$ cat src/rtl/regfile_dp_param.sv
// WIDTH x DEPTH register file: one write port, two registered read ports with write bypass, and a clear sequencer.
// Optional per-entry even parity with error injection is enabled by defining REGFILE_PARITY_EN.
module regfile_dp_param #(
    parameter int WIDTH = 4,
    parameter int DEPTH = 16,
    parameter int AW    = 4
) (
    input  logic             clk,
    input  logic             rst_n,
    input  logic             wr_en,
    input  logic [AW-1:0]    wr_addr,
    input  logic [WIDTH-1:0] wr_data,
    input  logic             rd_en1,
    input  logic [AW-1:0]    rd_addr1,
    output logic [WIDTH-1:0] rd_data1,
    output logic             rd_valid1,
    input  logic             rd_en2,
    input  logic [AW-1:0]    rd_addr2,
    output logic [WIDTH-1:0] rd_data2,
    output logic             rd_valid2,
    input  logic             clr_req,
    output logic             busy,
    output logic             wr_drop
`ifdef REGFILE_PARITY_EN
    ,
    input  logic             inj_perr,
    output logic             rd_perr1,
    output logic             rd_perr2
`endif
);

    localparam logic [0:0]    ST_IDLE  = 1'b0;
    localparam logic [0:0]    ST_CLEAR = 1'b1;
    localparam logic [AW:0]   DEPTH_W  = (AW+1)'(DEPTH);
    localparam logic [AW-1:0] LAST_PTR = AW'(DEPTH - 1);

    logic [0:0]       state_q, state_d;
    logic [AW-1:0]    ptr_q, ptr_d;
    logic [WIDTH-1:0] mem_q [DEPTH];

    logic             busy_w, wr_commit, byp1, byp2, in1, in2;
    logic             rd_valid1_q, rd_valid1_d, rd_valid2_q, rd_valid2_d;
    logic [WIDTH-1:0] rd_data1_q, rd_data1_d, rd_data2_q, rd_data2_d;
    logic             wr_drop_q, wr_drop_d;

    assign busy_w    = (state_q == ST_CLEAR);
    assign wr_commit = !busy_w && wr_en && ({1'b0, wr_addr} < DEPTH_W);
    assign wr_drop_d = wr_en && !wr_commit;
    assign in1       = ({1'b0, rd_addr1} < DEPTH_W);
    assign in2       = ({1'b0, rd_addr2} < DEPTH_W);
    assign byp1      = wr_commit && (wr_addr == rd_addr1);
    assign byp2      = wr_commit && (wr_addr == rd_addr2);

    always_comb begin
        state_d = state_q;
        ptr_d   = ptr_q;
        case (state_q)
            ST_CLEAR: begin
                ptr_d = ptr_q + AW'(1);
                if (ptr_q == LAST_PTR) begin
                    state_d = ST_IDLE;
                    ptr_d   = '0;
                end
            end
            default: begin
                if (clr_req) begin
                    state_d = ST_CLEAR;
                    ptr_d   = '0;
                end
            end
        endcase
    end

    // Storage has no reset; the sequencer zeroes it one entry per cycle.
    always_ff @(posedge clk) begin
        if (busy_w) begin
            mem_q[ptr_q] <= '0;
        end else if (wr_commit) begin
            mem_q[wr_addr] <= wr_data;
        end
    end

    always_comb begin
        rd_valid1_d = !busy_w && rd_en1;
        rd_data1_d  = '0;
        if (rd_valid1_d && in1) begin
            rd_data1_d = byp1 ? wr_data : mem_q[rd_addr1];
        end
        rd_valid2_d = !busy_w && rd_en2;
        rd_data2_d  = '0;
        if (rd_valid2_d && in2) begin
            rd_data2_d = byp2 ? wr_data : mem_q[rd_addr2];
        end
    end

    always_ff @(posedge clk or negedge rst_n) begin
        if (!rst_n) begin
            state_q     <= ST_CLEAR;
            ptr_q       <= '0;
            rd_valid1_q <= 1'b0;
            rd_data1_q  <= '0;
            rd_valid2_q <= 1'b0;
            rd_data2_q  <= '0;
            wr_drop_q   <= 1'b0;
        end else begin
            state_q     <= state_d;
            ptr_q       <= ptr_d;
            rd_valid1_q <= rd_valid1_d;
            rd_data1_q  <= rd_data1_d;
            rd_valid2_q <= rd_valid2_d;
            rd_data2_q  <= rd_data2_d;
            wr_drop_q   <= wr_drop_d;
        end
    end

    assign busy      = busy_w;
    assign wr_drop   = wr_drop_q;
    assign rd_valid1 = rd_valid1_q;
    assign rd_data1  = rd_data1_q;
    assign rd_valid2 = rd_valid2_q;
    assign rd_data2  = rd_data2_q;

`ifdef REGFILE_PARITY_EN
    logic par_q [DEPTH];
    logic perr1_q, perr1_d, perr2_q, perr2_d;

    // Clear writes parity 0, which is the correct even parity of all-zero data.
    always_ff @(posedge clk) begin
        if (busy_w) begin
            par_q[ptr_q] <= 1'b0;
        end else if (wr_commit) begin
            par_q[wr_addr] <= (^wr_data) ^ inj_perr;
        end
    end

    always_comb begin
        perr1_d = 1'b0;
        perr2_d = 1'b0;
        if (rd_valid1_d && in1 && !byp1) begin
            perr1_d = (^mem_q[rd_addr1]) != par_q[rd_addr1];
        end
        if (rd_valid2_d && in2 && !byp2) begin
            perr2_d = (^mem_q[rd_addr2]) != par_q[rd_addr2];
        end
    end

    always_ff @(posedge clk or negedge rst_n) begin
        if (!rst_n) begin
            perr1_q <= 1'b0;
            perr2_q <= 1'b0;
        end else begin
            perr1_q <= perr1_d;
            perr2_q <= perr2_d;
        end
    end

    assign rd_perr1 = perr1_q;
    assign rd_perr2 = perr2_q;
`endif

endmodule
$ cat config.mk
export PLATFORM = sky130hd
export DESIGN_NAME = regfile_dp_param
export DESIGN_NICKNAME = d
export VERILOG_FILES = /design/src/rtl/regfile_dp_param.sv
export SDC_FILE = /design/constraint.sdc
export NUM_CORES = 1
export LEC_CHECK = 0
export CORE_MARGIN = 2
export CORE_UTILIZATION = 60
export DETAILED_ROUTE_END_ITERATION = 8
export PLACE_DENSITY = 0.89
export REMOVE_ABC_BUFFERS = 1
export SYNTH_ARGS = -nofsm -noshare
export SYNTH_HDL_FRONTEND = slang
export SYNTH_SLANG_ARGS = --single-unit
$ cat constraint.sdc
create_clock -name clk -period 2.55 [get_ports clk]
set_input_delay 0.3825 -clock clk [delete_from_list [all_inputs] [get_ports clk]]
set_output_delay 0.3825 -clock clk [all_outputs]
set_load 0.05 [all_outputs]
==> impl_results.md <==
- Post-CTS setup buffer count: 0
- Hold Slack: approximately 0.43 ns
- Slowest stage delay, CP: slightly below 0.9 ns
- Pin count of the biggest net entering global routing: 22
- Top cells by area, synth: edfxtp_1 (47%), mux4_1 (17%), dfrtp_1 (9.3%), mux4_2 (3.3%), nor2_1 (2.2%)
- # IOs: 34
- Crit path capture type: output port
- Top sig layer: met4
- Worst Path Buf+Inv: 1
- Setup-failing EPs final: 0
- CP max FO: 21
- # port buffers: 33
- Clock Latency Late Sink: 0.36 ns
- Final worst slack: 0.200 ns
- Worst slew pin tran: 0.687 ns
- DRC: 0
- Top cell type's share of synthesized area: 0.474
- Clock slew at reported path FFs: roughly 0.09 ns
- CP arrival: approximately 2 ns
- CP Depth: 1
- First-pass GRT wire length: between 10000 and 15000 um
- Period utilization: 0.922
- Placed Instances: 363
- Row Count: 29
- Crit Path Class: reg2out
- Share of cells above drive strength 1: 0.113
- Status: completed
- Hold_buf cts: 0
- Metal3 WL: about 920 um
- Crit-path slowest cell: clkdlybuf4s50_1
- Lkg Pwr: 1.67 nW
- H-Tree Depth: 3
- Routed wire length: 8520 um
- Die W: 86.2 um
- Chip Height: about 86 um
- Vias: ~2.6k
- DP Worst Slack: 0.203 ns
- EDFF count, synth: 64
- Sequential power share: 0.509
- Resized cells post-CTS: 0
- Final Core Density: 0.713
- Critical-path cell list: clkdlybuf4s50_1
- Minimum clock period: about 2.3 ns
- CTS tree: yes
- Cell area after synthesis: 4060 um2
- Distinct cell type count of the synthesized netlist: 37
- Initial antenna violation count: 0
- CTS root buf: clkbuf_8
- Async SR Flop Fraction: 0.200
- Post-Route M1 WL: between 3000 and 4000 um
- Adder-Cell Fraction of Synth Area: 0.00308
- Hold Path Class: in2async
- Met2 wire len: around 4000 um
- Reg2reg path depth: 5
- Max-cap viol count: 0
- Post-route total power: around 3.6 mW
- Average cell area after synthesis: between 15 and 20 um2
- Die ar.: about 7400 um2
- Placed cell area: approximately 4400 um2
- Routed Antenna Nets: 0
- # fillers: 405
- CTS sink count: 80
- Cell taking the most area after synthesis: edfxtp_1
- NumNets Final: 320
- Vias in the first global route: ~2.6k
- Rel. slew slack: 0.541
- Fin Setup TNS: 0 ns
- Most frequent cells in the layout: edfxtp_1 (64), clkdlybuf4s50_1 (33), mux4_1 (26)
- DR iter-0 viols: 267
- Total core area: about 6500 um2
- Finished Layout Cells: approximately 380
- Seq/Total Area, Yosys: 0.573
- Total gr overflow: 0
- Synth warn: 0
- Comb pwr share: 0.265
- Dpl hpwl: about 6200 um
- CP delay by family, top: buffers and inverters
- Routability cong.: 0.876
- Fmax: 426 MHz
- Mapped Cells: about 260
- Compound-Gate Fraction of Synth Area: 0.0580
- Clk_skew: approximately 0.015 ns
- Worst Path Required: about 2.2 ns
- N_diodes: 0
- Max IR drop VDD: 0.000462 V
- Seq cells post-synth: 80
- Hold Vio Cnt, Final: 0
- Global-route usage over all layers: 0.243
- Cell-internal power: roughly 2.4 mW
- Drt pass-1 iters: 5
- Initial Utilization: 0.628
- Wire per inst: roughly 22 um
- Switching part of the total: 0.328
- Clk buf depth: 2
- Largest family of logic cells by synthesized area: multiplexers
- Startpoint Class: flip-flop
- Synthesis-to-layout area growth: 13.5%
- Unrepaired setup endpoints after global routing: false
- Vias/cell: between 6 and 7
- Design Area, Final: about 4600 um2
- Multiplexer share of the synthesized area: 0.204
- Clock Power Share: 0.227
- Slew Viols, Final: 0
- PD cells: approximately 800 nW/um2
- Post-Synth Simple-Gate Area: 0.106
- Net load switching power: 1.19 mW
- Ys flop type: edfxtp_1
- TritonCTS buffer count: 9
- Synth Area in XOR/XNOR: 0.0194
- Commonest non-fill, non-tap cell in the layout: edfxtp_1
power by group through the flow:
stage	sequential (mW)	combinational (mW)	clock [mW]
after floorplan	1.88	0.570	0
after global placement	1.85	0.912	0
after detailed placement	1.87	0.946	0
after CTS	1.84	0.947	0.837
after global routing	1.87	1.03	0.900
final	1.85	0.962	0.822
cell families after synthesis:
family	count (synthesis)
buffers and inverters	19
DFF	80
xor gates and xnor gates	9
and+or+nand+nor	85
muxes	33
AOI/OAI and AO/OA	34
adders and majority gates	1
Yosys cell counts, drive strengths merged, types with 2 or more instances:
| master | instances |
|---|---|
| and2 | 5 |
| inv | 3 |
| nor2 | 24 |
| a21bo | 2 |
| nand3 | 8 |
| o21ai | 11 |
| edfxtp | 64 |
| dfrtp | 15 |
| nand4 | 8 |
| mux4 | 32 |
| a31oi | 7 |
| and3 | 9 |
| nor2b | 9 |
| buf | 7 |
| nand2 | 12 |
| xor2 | 9 |
| nor3b | 3 |
| a22oi | 9 |
| nor3 | 3 |
| nand2b | 4 |
| clkbuf | 9 |
flip-flops by register name, summed over array words and instances (netlist names):
| signal | flops |
|---|---|
| busy | 1 |
| mem_q | 64 |
| ptr_q | 4 |
| rd_data1 | 4 |
| rd_data2 | 4 |
| rd_valid1 | 1 |
| rd_valid2 | 1 |
| wr_drop | 1 |
worst paths after layout:
| path | from | endpoint | slack [ns] |
|---|---|---|---|
| setup / recovery | busy | busy | 0.20 |
| setup reg to reg | busy | mem_q[10][3] | 0.37 |
| hold reg to reg | ptr_q[2] | busy | 0.59 |
| hold / removal | rst_n | ptr_q[0] | 0.43 |
| min in group clk | ptr_q[2] | busy | 0.59 |
| max in group asynchronous | rst_n | rd_data2[0] | 1.67 |
routing by layer:
metal  vias up  track usage
met3        30       0.0829
met5         -            0
met2       153        0.402
met4         0       0.0980
met1      1242        0.299
li1       1130            -
area by class of cell:
type | instances | area, um2 | area share
well taps | 77 | 96.3 | 0.0209
clock inverters | 6 | 43.8 | 0.00951
inverters | 3 | 11.3 | 0.00245
flip-flops and latches | 80 | 2320 | 0.505
clock buffers | 10 | 128 | 0.0277
multi-input cells | 162 | 1590 | 0.345
repair buffers | 41 | 415 | 0.0902
(Power assumes the default switching activity.)
